$ cat src/rtl/uart_report_tx.sv
// uart_report_tx: formats a time or DHT snapshot as an ASCII line and streams it to the UART TX core.
// Revision: 1.0
`default_nettype none

module uart_report_tx (
    input  logic       clk,
    input  logic       rst,
    input  logic       report_req,
    input  logic       report_sel,
    input  logic [4:0] hour,
    input  logic [5:0] min,
    input  logic [5:0] sec,
    input  logic [7:0] temp,
    input  logic [7:0] humid,
    input  logic       tx_busy,
    input  logic       tx_done,
    output logic       tx_start,
    output logic [7:0] tx_data,
    output logic       busy,
    output logic       msg_done
);

    typedef enum logic [1:0] {
        IDLE = 2'd0,
        SEND = 2'd1,
        WAIT = 2'd2
    } state_t;

    localparam logic [7:0] ASCII_ZERO  = 8'h30;
    localparam logic [7:0] ASCII_COLON = 8'h3A;
    localparam logic [7:0] ASCII_T     = 8'h54;
    localparam logic [7:0] ASCII_H     = 8'h48;
    localparam logic [7:0] ASCII_EQ    = 8'h3D;
    localparam logic [7:0] ASCII_COMMA = 8'h2C;
    localparam logic [7:0] ASCII_CR    = 8'h0D;
    localparam logic [7:0] ASCII_LF    = 8'h0A;
    localparam logic [3:0] LAST_TIME   = 4'd9;
    localparam logic [3:0] LAST_DHT    = 4'd10;

    state_t     state, state_n;
    logic [3:0] idx, idx_n;
    logic       sel_q, sel_n;
    logic [4:0] hour_q, hour_n;
    logic [5:0] min_q, min_n;
    logic [5:0] sec_q, sec_n;
    logic [6:0] temp_q, temp_n;
    logic [6:0] humid_q, humid_n;
    logic       pending, pending_n;
    logic       pend_sel, pend_sel_n;
    logic       tx_start_n;
    logic [7:0] tx_data_n;
    logic       busy_n;
    logic       msg_done_n;
    logic [7:0] cur_byte;
    logic [3:0] last_idx;

    function automatic logic [6:0] sat99(input logic [7:0] v);
        return (v > 8'd99) ? 7'd99 : v[6:0];
    endfunction

    function automatic logic [7:0] dec_tens(input logic [6:0] v);
        logic [6:0] t;
        t = v / 7'd10;
        return ASCII_ZERO + {1'b0, t};
    endfunction

    function automatic logic [7:0] dec_ones(input logic [6:0] v);
        logic [6:0] o;
        o = v % 7'd10;
        return ASCII_ZERO + {1'b0, o};
    endfunction

    assign last_idx = sel_q ? LAST_DHT : LAST_TIME;

    // Byte selected from the frozen snapshot; only idx advances during a line.
    always_comb begin
        cur_byte = 8'h00;
        if (!sel_q) begin
            case (idx)
                4'd0:    cur_byte = dec_tens({2'b00, hour_q});
                4'd1:    cur_byte = dec_ones({2'b00, hour_q});
                4'd2:    cur_byte = ASCII_COLON;
                4'd3:    cur_byte = dec_tens({1'b0, min_q});
                4'd4:    cur_byte = dec_ones({1'b0, min_q});
                4'd5:    cur_byte = ASCII_COLON;
                4'd6:    cur_byte = dec_tens({1'b0, sec_q});
                4'd7:    cur_byte = dec_ones({1'b0, sec_q});
                4'd8:    cur_byte = ASCII_CR;
                4'd9:    cur_byte = ASCII_LF;
                default: cur_byte = 8'h00;
            endcase
        end else begin
            case (idx)
                4'd0:    cur_byte = ASCII_T;
                4'd1:    cur_byte = ASCII_EQ;
                4'd2:    cur_byte = dec_tens(temp_q);
                4'd3:    cur_byte = dec_ones(temp_q);
                4'd4:    cur_byte = ASCII_COMMA;
                4'd5:    cur_byte = ASCII_H;
                4'd6:    cur_byte = ASCII_EQ;
                4'd7:    cur_byte = dec_tens(humid_q);
                4'd8:    cur_byte = dec_ones(humid_q);
                4'd9:    cur_byte = ASCII_CR;
                4'd10:   cur_byte = ASCII_LF;
                default: cur_byte = 8'h00;
            endcase
        end
    end

    always_comb begin
        state_n    = state;
        idx_n      = idx;
        sel_n      = sel_q;
        hour_n     = hour_q;
        min_n      = min_q;
        sec_n      = sec_q;
        temp_n     = temp_q;
        humid_n    = humid_q;
        pending_n  = pending;
        pend_sel_n = pend_sel;
        tx_start_n = 1'b0;
        tx_data_n  = tx_data;
        busy_n     = busy;
        msg_done_n = 1'b0;

        // A single request can queue behind the active line; extras are dropped.
        if (report_req && busy && !pending) begin
            pending_n  = 1'b1;
            pend_sel_n = report_sel;
        end

        case (state)
            IDLE: begin
                if (pending || report_req) begin
                    state_n   = SEND;
                    idx_n     = 4'd0;
                    busy_n    = 1'b1;
                    sel_n     = pending ? pend_sel : report_sel;
                    hour_n    = hour;
                    min_n     = min;
                    sec_n     = sec;
                    temp_n    = sat99(temp);
                    humid_n   = sat99(humid);
                    pending_n = 1'b0;
                end
            end
            SEND: begin
                if (!tx_busy) begin
                    tx_start_n = 1'b1;
                    tx_data_n  = cur_byte;
                    state_n    = WAIT;
                end
            end
            WAIT: begin
                if (tx_done) begin
                    if (idx == last_idx) begin
                        state_n    = IDLE;
                        msg_done_n = 1'b1;
                        busy_n     = 1'b0;
                    end else begin
                        idx_n   = idx + 4'd1;
                        state_n = SEND;
                    end
                end
            end
            default: state_n = IDLE;
        endcase
    end

    always_ff @(posedge clk or negedge rst) begin
        if (!rst) begin
            state    <= IDLE;
            idx      <= 4'd0;
            sel_q    <= 1'b0;
            hour_q   <= 5'd0;
            min_q    <= 6'd0;
            sec_q    <= 6'd0;
            temp_q   <= 7'd0;
            humid_q  <= 7'd0;
            pending  <= 1'b0;
            pend_sel <= 1'b0;
            tx_start <= 1'b0;
            tx_data  <= 8'h00;
            busy     <= 1'b0;
            msg_done <= 1'b0;
        end else begin
            state    <= state_n;
            idx      <= idx_n;
            sel_q    <= sel_n;
            hour_q   <= hour_n;
            min_q    <= min_n;
            sec_q    <= sec_n;
            temp_q   <= temp_n;
            humid_q  <= humid_n;
            pending  <= pending_n;
            pend_sel <= pend_sel_n;
            tx_start <= tx_start_n;
            tx_data  <= tx_data_n;
            busy     <= busy_n;
            msg_done <= msg_done_n;
        end
    end

endmodule

`default_nettype wire
$ cat config.mk
export PLATFORM = sky130hd
export DESIGN_NAME = uart_report_tx
export DESIGN_NICKNAME = d
export VERILOG_FILES = /design/src/rtl/uart_report_tx.sv
export SDC_FILE = /design/constraint.sdc
export NUM_CORES = 1
export LEC_CHECK = 0
export CORE_MARGIN = 2
export CORE_UTILIZATION = 39
export CTS_CLUSTER_DIAMETER = 30
export CTS_CLUSTER_SIZE = 14
export DETAILED_ROUTE_END_ITERATION = 16
export DONT_BUFFER_PORTS = 1
export GPL_TIMING_DRIVEN = 0
export PLACE_DENSITY = 0.56
export SLEW_MARGIN = 20
export SYNTH_ARGS = -nofsm -noshare
export SYNTH_HDL_FRONTEND = slang
export SYNTH_SLANG_ARGS = --single-unit
$ cat constraint.sdc
create_clock -name clk -period 4.3 [get_ports clk]
set_clock_uncertainty 0.05 [all_clocks]
set_input_delay 1.29 -clock clk [delete_from_list [all_inputs] [get_ports clk]]
set_output_delay 1.29 -clock clk [all_outputs]
set_load 0.01 [all_outputs]
# [Word-level counts from Yosys, hierarchy flattened]
# Index checks and enable logic that the tools add are counted.
# W data, S select, Z words.
[totals] register_bits=51 in_bits=39 output_inout_bits=11 elab_cells=98
[classes] addsub=11 n_div=10 order_cmp=2 eq_ne=18 mux=28 bitwise_logic=1 n_reduce_logical=14
[ops] op="$add A6 B7 Y8 const A" count=10
[ops] op="$pmux W8 S10" count=1
[ops] op="$pmux W8 S9" count=1
[ops] op="$eq A4 B3 Y1 const B" count=4
[ops] op="$gt A8 B7 Y1 const B" count=2
[ops] op="$div A6 B4 Y7 const B" count=2
[ops] op="$div A7 B4 Y7 const B" count=2
[ops] op="$mod A6 B4 Y7 const B" count=2
[ops] op="$mod A7 B4 Y7 const B" count=2
[ops] op="$mux W7" count=2
[ops] op="$mux W1" count=13
[ops] op="$eq A4 B4 Y1 const B" count=3
[ops] op="$mux W4" count=3
[ops] op="$ne A2 B2 Y1 const B" count=5
[ops] op="$eq A4 B2 Y1 const B" count=2
[ops] op="$mux W2" count=4
[ops] op="$mux W8" count=1
[ops] op="$pmux W4 S2" count=1
[ops] op="$reduce_and A4 Y1" count=2
[ops] op="$div A5 B4 Y7 const B" count=1
[ops] op="$mod A5 B4 Y7 const B" count=1
[ops] op="$pmux W2 S3" count=1
[ops] op="$add A4 B1 Y4 const B" count=1
[ops] op="$eq A4 B1 Y1 const B" count=1
[ops] op="14 further kinds" count=17

# [Longest topological paths before layout]
# Gate-level depths: netlist (run 1).
[logic_depth] ltp_word=5 ltp_mapped=17 ltp_nobuf=16

# [Worst setup path before layout (run 1)]
# Ideal clock, no wire load.
[synth_path] path_type="reg-to-reg" start="register hour_q[3]" end="register tx_data[5]" setup_ns=0.065 t_arrival_ns=2.901 t_required_ns=4.185 setup_slack_ns=1.285 stages_incl_launch_ff=17 n_path_buf=1 period_less_slack_ns=3.015 cell_sequence="dfrtp_1 buf_6 nor2_2 inv_1 ha_1 nand2b_1 a21boi_0 ha_1 o31a_1 o211a_4 a211oi_1 a211oi_1 ha_1 inv_1 a21oi_1 o221ai_1 o21a_1"
[synth_between] elab_chain_len=4 word_cells_on_any_way=6 cone_classes="add/sub (2); div (2); mux (2)"
[synth_rtl] element="start, declared" line="43" rtl="logic [4:0] hour_q, hour_n;"
[synth_rtl] element="start signal, assigned" line="190" rtl="hour_q <= hour_n;"
[synth_rtl] element="$mod A5 B4 Y7 / $div A5 B4 Y7 (equally long branches)" line="69, 63"
[synth_rtl] element="$add A6 B7 Y8, on equally long branches" line="70, 64"
[synth_rtl] element="$pmux W8 S9 (*)" line="79" rtl="case (idx)"
[synth_rtl] element="$mux W8 (*)" line="78" rtl="if (!sel_q) begin"
[synth_rtl] element="end signal, assigned" line="198" rtl="tx_data <= tx_data_n;"
[synth_rtl] element="end, declared" line="18" rtl="output logic [7:0] tx_data,"
# Every way passes the cells marked *; elsewhere a longest branch is shown, timed or not.
# A chain may end at the register's enable or synchronous reset.

# [Worst setup path in the final report (run 1)]
[layout_path] start="register hour_q[2]" end="register tx_data[5]"
# Same word-level chain as after synthesis.

==> flow_summary_export.csv, run 1 <==
group,metric,value,unit
grt,grt_pass1_vias,4774,
critical_path,crit_arrival,3.68,ns
synth,synthCells,663,
critical_path,cp_top_family,"compound AO/OA/AOI/OAI gates",
synth,yosysWarnings,0,
detailed_routing,dr_total_vias,5141,
synth,netlist_area,4960,um^2
critical_path,path_buf_inv,3,
clock_network,cts_root_buffer,"clkbuf_16",
finish,areaGrowthSynthToFinish,7.39,%
sta,finalHoldViolations,0,
synth,synth_edf_count,0,
grt,grt_usage,23.4,%
critical_path,r2r_start,"hour_q[2]",
pwr,ir_drop,0.305,mV
synth,syn_nets,717,
critical_path,critPathCaptureType,"register",
clock_network,numCtsBuffers,5,
pwr,swShare,54.3,%
pwr,p_switching,0.00262,W
sta,setup_viol_count_final,0,
worst_hold_path,min-delay-start,"pend_sel",
synth,synthArstFlopShare,100,%
clock_network,clkSlewWorstSetupHoldPaths,0.08,ns
sta,finalSetupTns,0,ns
clock_network,htreeDepth,2,
grt,grt-ovfl-total,0,
finish,antenna_cells,0,
die,die_h,117,um
pwr,p_per_area,904,nW/um^2
die,fp.dieW,117,um
placed_design,place_ws,0.825,ns
placed_design,port_buffers,0,
finish,nFillCells,1365,
grt,grt_max_degree,52,
status,status,"complete, no violations",
sta,max_freq,287,MHz
sta,fin_crit_sh,81.0,%
detailed_routing,drc,0,
critical_path,worstSetupPathType,"register to register",
synth,synthFlopType,"dfrtp_1",
detailed_routing,dr.first_iter.drc_count,594,
grt,antenna_found_initial,0,
synth,yosysUniqueCellTypes,85,
clock_network,cts_resized,0,
finish,final_cell_count_no_fill,843,
clock_network,cts_buffer_depth,2,
pwr,p_int,0.00220,W
critical_path,path_cells,"buf_2 -> nor2_2 -> inv_1 -> ha_1 -> nand2b_1 -> a21boi_0 -> ha_1 -> o31a_1 -> o211a_4 -> a211oi_1 -> a211oi_1 -> ha_1 -> inv_1 -> a21oi_1 -> o221ai_1 -> o21a_1",
sta,rsz0062_at_grt,"false",
synth,ys_seq_area_share,25.7,%
finish,mostFrequentLayoutCells,"nand2_1, o21ai_0, dfrtp_1, nor2_1, a21oi_1",
pwr,pwr-share-clk,8.9,%
die,coreArea,12500,um^2
sta,drv_slew,0,
finish,layout-drive-gt1-share,6.26,%
detailed_routing,drtAntennaViolNets,0,
critical_path,critPathMostFrequentCell,"ha_1",
sta,max_slew_margin,48.3,%
die,start_util,39.6,%
clock_network,cts_tree,"done",
job,maxCapViolations,0,
sta,worst_slew_pin_slew,0.768,ns
critical_path,crit_fanout,9,
finish,final_common_cell,"nand2_1",
pwr,total_power,0.00482,W
placed_design,dp_hpwl,11.6,mm
detailed_routing,dr.pass1.iters,5,
synth,postSynthAreaPerCell,7.48,um^2
die,io_pins,50,
synth,synth-seq-cells,51,
clock_network,clk_latency,0.30,ns
clock_network,ctsHoldBuffers,0,
critical_path,required,4.50,ns
detailed_routing,wl_per_cell,18.5,um
grt,grt_pass1_wl,25.2,mm
finish,nNetsFinal,724,
die,row_count,41,
pwr,comb_power_share,72.1,%
die,dieArea,13600,um^2
critical_path,crit_slowest_cell,"dfrtp_1",
pwr,p_leak,2.07,nW
pwr,pwr-share-seq,18.9,%
placed_design,gp_congestion,0.896,
detailed_routing,wl,15.6,mm
clock_network,postCtsSetupRepairBufs,0,
placed_design,dpl.cell_count,835,
clock_network,clock-sinks,51,
critical_path,worst_setup_path_start_kind,"register",
worst_hold_path,hold_class,"register to register",
critical_path,cpPeakStageDelay,0.36,ns
sta,layout_min_cycle_time,3.48,ns
sta,fin_ws,0.815,ns
critical_path,cp-startpoint,"hour_q[2]",
detailed_routing,via_per_inst,6.10,
-- sequential cells by signal (all words and copies together) (netlist names) --
signal,flops
tx_data,8
humid_q,7
temp_q,7
min_q,6
sec_q,6
hour_q,5
idx,4
state,2
busy,1
msg_done,1
pend_sel,1
pending,1
sel_q,1
tx_start,1
-- area by class of cell --
type | count | area (um^2) | share of cell area (%)
Buffer | 54 | 234 | 4.39
Tap cell | 172 | 215 | 4.04
Multi-Input combinational cell | 538 | 3370 | 63.3
Sequential cell | 51 | 1280 | 24.0
Clock inverter | 3 | 26.3 | 0.493
Inverter | 20 | 75.1 | 1.41
Clock buffer | 5 | 125 | 2.35
-- cell usage after synthesis (8+ instances only) --
master	n	area share [%]
clkbuf_1	29	2.2
a21oi_1	44	4.4
nand2b_1	24	3.0
o21ai_0	58	5.9
buf_2	16	1.6
or3_1	8	1.0
nor2b_1	17	2.1
ha_1	15	3.8
nand2_1	94	7.1
nor3_1	15	1.5
o22ai_1	11	1.4
a211oi_1	10	1.5
nor2_1	50	3.8
nand3_1	19	1.9
a22oi_1	9	1.4
xnor2_1	14	2.5
inv_1	18	1.4
dfrtp_1	51	26
mux2i_1	9	1.8
-- cells by family after synthesis --
| family | share of synthesized area (%) |
|---|---|
| AO/OA/AOI/OAI | 30.9 |
| XOR/XNOR | 3.36 |
| adder cells (fa/ha/maj) | 4.39 |
| buffers and inverters | 6.23 |
| flip-flops | 25.7 |
| multiplexers | 2.27 |
| AND/OR/NAND/NOR | 27.1 |
-- path summary, 6_finish.rpt --
check                              to  slack [ns]  cells after the start
max                        tx_data[5]        0.82                     16
min                          pend_sel        0.46                      1
max reg2reg                tx_data[5]        0.82                     16
min reg2reg                  pend_sel        0.46                      1
max in group asynchronous  tx_data[3]        3.47                      0
min in group asynchronous      idx[3]        0.62                      0
-- power groups by stage --
| stage | sequential (W) | clock, W | combinational (W) |
|---|---|---|---|
| after detailed placement | 0.000921 | 0 | 0.00340 |
| after floorplan | 0.000844 | 0 | 0.00263 |
| after global placement | 0.000915 | 0 | 0.00334 |
| final | 0.000912 | 0.000430 | 0.00347 |
| after global routing | 0.000948 | 0.000459 | 0.00384 |
| after CTS | 0.000912 | 0.000439 | 0.00342 |
-- worst reg2reg max path, cell delays in order (launching register included) --
cell and delay, ns:
dfrtp_1 0.36, buf_2 0.18, nor2_2 0.13, inv_1 0.09, ha_1 0.25, nand2b_1 0.15, a21boi_0 0.35, ha_1 0.28
o31a_1 0.19, o211a_4 0.24, a211oi_1 0.07, a211oi_1 0.36, ha_1 0.30, inv_1 0.06, a21oi_1 0.06, o221ai_1 0.18
o21a_1 0.15
-- routing by layer --
layer  vias up  part of all wire, %  track usage [%]
met5         -                    0                0
met4         0                  2.0             6.35
met3        27                  6.2             3.68
met2       171                   46             37.6
met1      2483                   46             32.8
li1       2460                    -                -
-- metrics by stage --
step	hold slack (ns)	instance area, um^2	utilization, %
4_1_cts	0.464	5330	42.5
3_3_place_gp	0.447	5170	41.3
5_1_grt	0.480	5330	42.5
2_1_floorplan	0.409	4960	-
3_5_place_dp	0.446	5170	41.3
6_report	0.464	5330	42.5
Power figures use the tool's default switching activity.
==> inputs of run 2 (changes only) <==
clock period = 3.5 ns   (was 4.3 ns; I/O delays follow)
==> run 2 against run 1 <==
  * Cell count unchanged
  * Critical path depth unchanged
  * Clock power up 22%
  * Hold slack worse by 0.080 ns
  * Sequential power up 23%
  * Via count up 0.18%
  * Die area unchanged
  * Clock-buffer cell count unchanged
  * Worst setup slack worse by 0.54 ns
  * First-iteration DRC count down 7.1%
  * Wire length down 0.23%
  * Register-to-register slack worse by 0.54 ns
  * Largest cell class unchanged
  * Highest routed layer unchanged
==> flow_summary_export.csv, run 2 (synthesis gave the netlist of run 1 again) <==
group,metric,value,unit
detailed_routing,dr.first_iter.drc_count,552,
grt,grt_usage,23.4,%
sta,layout_min_cycle_time,3.23,ns
sta,drv_slew,0,
finish,post-route-util,42.7,%
finish,antenna_cells,0,
grt,grt_pass1_vias,4774,
grt,grt_max_degree,52,
critical_path,critPathMostFrequentCell,"ha_1",
placed_design,dpl.cell_count,835,
pwr,pwr-share-clk,8.9,%
critical_path,cp_top_family,"compound AO/OA/AOI/OAI gates",
die,die_h,117,um
finish,layout-drive-gt1-share,6.71,%
die,start_util,39.6,%
finish,top_regs,"tx_data: 8 flops, humid_q: 7 flops, temp_q: 7 flops",
clock_network,numCtsBuffers,5,
critical_path,crit_arrival,3.38,ns
critical_path,path_buf_inv,3,
die,io_pins,50,
critical_path,cp_num_cells,16,
placed_design,gp_congestion,0.896,
status,status,"complete, no violations",
pwr,p_int,0.00271,W
pwr,ir_drop,0.373,mV
placed_design,port_buffers,0,
detailed_routing,wl,15.6,mm
pwr,pwr-share-seq,19.0,%
sta,worst_slew_pin_slew,0.788,ns
finish,areaGrowthSynthToFinish,7.67,%
critical_path,r2r_end,"tx_data[5]",
die,dieArea,13600,um^2
critical_path,critPathCaptureType,"register",
clock_network,cts_tree,"done",
finish,top_register,"tx_data",
clock_network,clock-sinks,51,
finish,mostFrequentLayoutCells,"nand2_1, o21ai_0, dfrtp_1, nor2_1, a21oi_1",
pwr,p_leak,2.08,nW
finish,nNetsFinal,724,
critical_path,required,3.65,ns
clock_network,clk_latency,0.30,ns
sta,max_freq,310,MHz
finish,final_common_cell,"nand2_1",
detailed_routing,wl_per_cell,18.5,um
clock_network,cts_buffer_depth,2,
job,maxCapViolations,0,
detailed_routing,dr_total_vias,5150,
sta,max_slew_margin,46.9,%
critical_path,path_cells,"buf_2 -> nor2_2 -> inv_1 -> ha_1 -> nor2b_1 -> a21boi_2 -> ha_1 -> o31a_1 -> o211a_4 -> a211oi_1 -> a211oi_2 -> ha_1 -> inv_1 -> a21oi_1 -> o221ai_1 -> o21a_1",
finish,nFillCells,1366,
critical_path,crit_fanout,9,
detailed_routing,drtAntennaViolNets,0,
grt,antenna_found_initial,0,
critical_path,crit_end,"tx_data[5]",
critical_path,crit_slowest_cell,"dfrtp_1",
sta,finalHoldViolations,0,
sta,fin_crit_sh,92.2,%
pwr,swShare,54.2,%
finish,regArea,1280,um^2
die,fp.dieW,117,um
detailed_routing,dr.pass1.iters,5,
finish,final_cell_count_no_fill,843,
sta,setup_viol_count_final,0,
clock_network,cts_root_buffer,"clkbuf_16",
critical_path,worst_setup_path_start_kind,"register",
worst_hold_path,hold_class,"primary input to async pin",
finish,multi_input_area,3390,um^2
die,row_count,41,
critical_path,cpPeakStageDelay,0.36,ns
pwr,comb_power_share,72.2,%
critical_path,rr_worst_depth,16,
detailed_routing,via_per_inst,6.11,
grt,grt-ovfl-total,0,
clock_network,htreeDepth,2,
critical_path,cp-startpoint,"hour_q[2]",
detailed_routing,drc,0,
critical_path,r2r_start,"hour_q[2]",
grt,grt_pass1_wl,25.2,mm
pwr,p_per_area,1110,nW/um^2
finish,largest_reg_flops,8,
critical_path,reg2reg_slack,0.27,ns
critical_path,worstSetupPathType,"register to register",
placed_design,dp_hpwl,11.6,mm
pwr,p_switching,0.00321,W
clock_network,clkSlewWorstSetupHoldPaths,0.08,ns
die,coreArea,12500,um^2
==> run 2: repair_timing <==
item | 4_1_cts | 5_1_grt
resized for setup | 0 | 4
setup buffers | 0 | 0
hold buffers | 0 | 0
endpoints found under the setup margin | 0 | 4
==> run 2: power groups by stage <==
stage	Combinational [W]	Clock, W	Sequential (W)
3_3_place_gp	0.00411	0	0.00112
2_1_floorplan	0.00323	0	0.00104
3_5_place_dp	0.00417	0	0.00113
6_report	0.00427	0.000525	0.00112
4_1_cts	0.00420	0.000539	0.00112
5_1_grt	0.00474	0.000564	0.00116
==> run 2: per-layer routing <==
metal / up-vias / global-route usage [%] / routed length, um / part of all wire (%)
met4: 0 / 6.35 / 307 / 2.0
met1: 2479 / 32.8 / 7050 / 45
met2: 186 / 37.6 / 7200 / 46
met5: - / 0 / 0 / 0
met3: 29 / 3.68 / 1030 / 6.6
li1: 2456 / - / - / -
==> run 2: stage by stage <==
step	setup WS (ns)	hold slack, ns	power [W]	instance area, um^2	setup TNS, ns
floorplan	0.485	0.409	0.00427	4960	0
global placement	0.129	0.447	0.00523	5170	0
detailed placement	0.0446	0.446	0.00530	5170	0
CTS	0.0102	0.381	0.00586	5330	0
global route	-0.00792	0.376	0.00646	5340	-0.00792
finish	0.271	0.385	0.00592	5340	0
==> run 2: final cells by class <==
type	count	area share [%]
flip-flops and latches	51	23.9
clock buffers	5	2.34
well taps	172	4.03
plain buffers	54	4.38
multi-input cells	538	63.4
inverters	20	1.41
clock inverters	3	0.492
==> run 2: worst min-delay path by stage <==
stage,startpoint,to,cells after the start
after floorplan,sec_q[0],sec_q[0],2
after global placement,pend_sel,pend_sel,1
after detailed placement,pend_sel,pend_sel,1
after CTS,rst,idx[0],0
after global routing,rst,state[1],0
final,rst,idx[3],0
==> inputs of run 3 (changes only) <==
ABC_AREA = 1   (was unset)
CORE_MARGIN = 3   (was 2)
==> run 3 against run 2 <==
  * Critical path depth rose by 4
  * Via count fell by 24%
  * Cell area fell by 18%
  * First-iteration DRC count fell by 59%
  * Cell count fell by 11%
  * Register-to-register slack improved by 0.05 ns
  * Sequential share of layout area rose by 5.2 points
  * Wire length fell by 33%
  * Core utilization rose by 1.5 points
  * Global-route usage fell by 5.1 points
  * Worst setup slack improved by 0.050 ns
  * Flip-flop and latch count did not move
==> flow_summary_export.csv, run 3 <==
group,metric,value,unit
critical_path,path_cells,"inv_1 -> a21oi_4 -> nand2_1 -> o21ai_2 -> inv_2 -> nand3_1 -> nand2_1 -> nand2_1 -> nand2_1 -> inv_1 -> ha_1 -> nand3b_1 -> nand3_2 -> nand4_1 -> nand2_1 -> inv_1 -> ha_1 -> o21ai_0 -> nand2_1 -> a2bb2oi_1",
critical_path,critPathCaptureType,"register",
grt,grt_pass1_wl,17.3,mm
sta,drv_slew,0,
critical_path,cp_top_family,"simple AND/OR/NAND/NOR gates",
critical_path,crit_arrival,3.36,ns
die,row_count,36,
detailed_routing,dr.first_iter.drc_count,227,
synth,postSynthAreaPerCell,6.67,um^2
detailed_routing,drtAntennaViolNets,0,
detailed_routing,wl_per_cell,13.9,um
synth,synthFlopType,"dfrtp_1",
grt,grt_usage,18.3,%
die,io_pins,50,
sta,fin_crit_sh,90.8,%
synth,synthArstFlopShare,100,%
synth,synth_commonest_cells,"nand2_1, inv_1, o21ai_0",
clock_network,clock-sinks,51,
clock_network,htreeDepth,2,
finish,multi_input_area,2350,um^2
sta,layout_min_cycle_time,3.18,ns
clock_network,cts_buffer_depth,2,
finish,regArea,1280,um^2
synth,yosysMostFrequentCell,"nand2_1",
clock_network,clk_latency,0.31,ns
detailed_routing,drc,0,
finish,layout-drive-gt1-share,9.85,%
synth,yosysUniqueCellTypes,42,
die,start_util,40.7,%
synth,yosysTopAreaCellShare,31.5,%
synth,ys_seq_area_share,31.5,%
placed_design,dp_hpwl,8.18,mm
placed_design,dpl.cell_count,741,
grt,grt_pass1_vias,3740,
status,status,"complete, no violations",
die,coreArea,9950,um^2
critical_path,required,3.68,ns
sta,max_slew_margin,39.7,%
sta,max_freq,315,MHz
detailed_routing,wl,10.5,mm
die,die_h,108,um
synth,netlist_area,4060,um^2
placed_design,port_buffers,0,
detailed_routing,via_per_inst,5.24,
grt,antenna_found_initial,0,
finish,top_regs,"tx_data: 8 flops, humid_q: 7 flops, temp_q: 7 flops",
synth,synthCells,608,
critical_path,crit_slowest_cell,"dfrtp_2",
finish,nNetsFinal,672,
die,fp.dieW,108,um
clock_network,cts_root_buffer,"clkbuf_8",
finish,nFillCells,1043,
critical_path,cp-startpoint,"min_q[4]",
finish,final_cell_count_no_fill,752,
critical_path,r2r_start,"min_q[4]",
critical_path,path_buf_inv,4,
detailed_routing,dr.pass1.iters,4,
critical_path,crit_fanout,5,
synth,yosysTopAreaCell,"dfrtp_1",
die,dieArea,11700,um^2
detailed_routing,dr_total_vias,3937,
sta,worst_slew_pin_slew,0.897,ns
sta,setup_viol_count_final,0,
finish,largest_reg_flops,8,
finish,final_common_cell,"nand2_1",
synth,synth.area.top_cells,"dfrtp_1, nand2_1, inv_1, o21ai_0, nand3_1",
clock_network,cts_tree,"done",
finish,top_register,"tx_data",
critical_path,cpPeakStageDelay,0.45,ns
grt,grt_max_degree,52,
synth,synth-seq-cells,51,
synth,synth_edf_count,0,
worst_hold_path,hold_class,"primary input to async pin",
critical_path,critPathMostFrequentCell,"nand2_1",
synth,yosysWarnings,0,
clock_network,ctsHoldBuffers,0,
critical_path,worstSetupPathType,"register to register",
critical_path,worst_setup_path_start_kind,"register",
job,maxCapViolations,0,
placed_design,gp_congestion,0.883,
sta,finalHoldViolations,0,
clock_network,clkSlewWorstSetupHoldPaths,0.10,ns
finish,mostFrequentLayoutCells,"nand2_1, inv_1, o21ai_0, nand3_1, dfrtp_1",
finish,antenna_cells,0,
grt,grt-ovfl-total,0,
clock_network,numCtsBuffers,5,
synth,syn_nets,662,
finish,areaGrowthSynthToFinish,8.24,%
run 3: stage by stage:
stage / hold WS (ns) / setup slack, ns / TNS, ns / util, % / cell area (um^2)
after floorplan: 0.404 / 0.742 / 0 / - / 4060
after global placement: 0.422 / 0.352 / 0 / 42.4 / 4220
after detailed placement: 0.430 / 0.307 / 0 / 42.4 / 4220
after CTS: 0.360 / 0.267 / 0 / 43.8 / 4360
after global routing: 0.343 / -0.00427 / -0.00427 / 44.1 / 4390
final: 0.369 / 0.321 / 0 / 44.1 / 4390
run 3: layout make-up:
type / instances / share of cell area, %
sequential: 51 / 29.1
clock buffer: 5 / 1.57
clock inverter: 3 / 1.54
multi-input combinational: 444 / 53.6
tap: 133 / 3.79
inverter: 105 / 8.98
timing repair buffer: 3 / 0.513
buffer: 8 / 0.940
run 3: what timing repair did:
item	in CTS	in global routing
setup endpoints to repair	0	2
setup buffers	0	3
endpoints found under the hold margin	0	0
resized for setup	0	3
run 3: logic make-up after synthesis:
logic type | Yosys count | synth area share, %
xor gates and xnor gates | 5 | 1.08
AOI/OAI and AO/OA | 114 | 16.5
DFF | 51 | 31.5
and+or+nand+nor | 310 | 35.6
adders and majority gates | 15 | 4.63
buffers and inverters | 113 | 10.7
run 3: worst register-to-register path: stages, from the launching register on:
cell and delay (ns):
dfrtp_2 0.45, inv_1 0.12, a21oi_4 0.08, nand2_1 0.11, o21ai_2 0.09, inv_2 0.08
nand3_1 0.13, nand2_1 0.14, nand2_1 0.08, nand2_1 0.10, inv_1 0.09, ha_1 0.19
nand3b_1 0.24, nand3_2 0.17, nand4_1 0.17, nand2_1 0.12, inv_1 0.05, ha_1 0.26
o21ai_0 0.17, nand2_1 0.07, a2bb2oi_1 0.14
run 3: routing by layer:
| metal | part of all wire (%) | global-route usage [%] | up-vias |
|---|---|---|---|
| li1 | - | - | 2019 |
| met4 | 2.2 | 5.41 | 0 |
| met1 | 47 | 24.4 | 1814 |
| met5 | 0 | 0 | - |
| met2 | 47 | 30.7 | 85 |
| met3 | 4.1 | 2.99 | 19 |
run 3: worst paths after layout:
check,to,slack [ns],depth (start not counted)
max,tx_data[5],0.32,20
min,sec_q[5],0.37,0
max reg2reg,tx_data[5],0.32,20
min reg2reg,pend_sel,0.46,2
max in group asynchronous,humid_q[0],2.93,0
min in group clk,pend_sel,0.46,2
Power of run 3 is left out: the tool's default activity adds up to more than one toggle a clock period on the data nets, which glitch-free logic cannot reach.
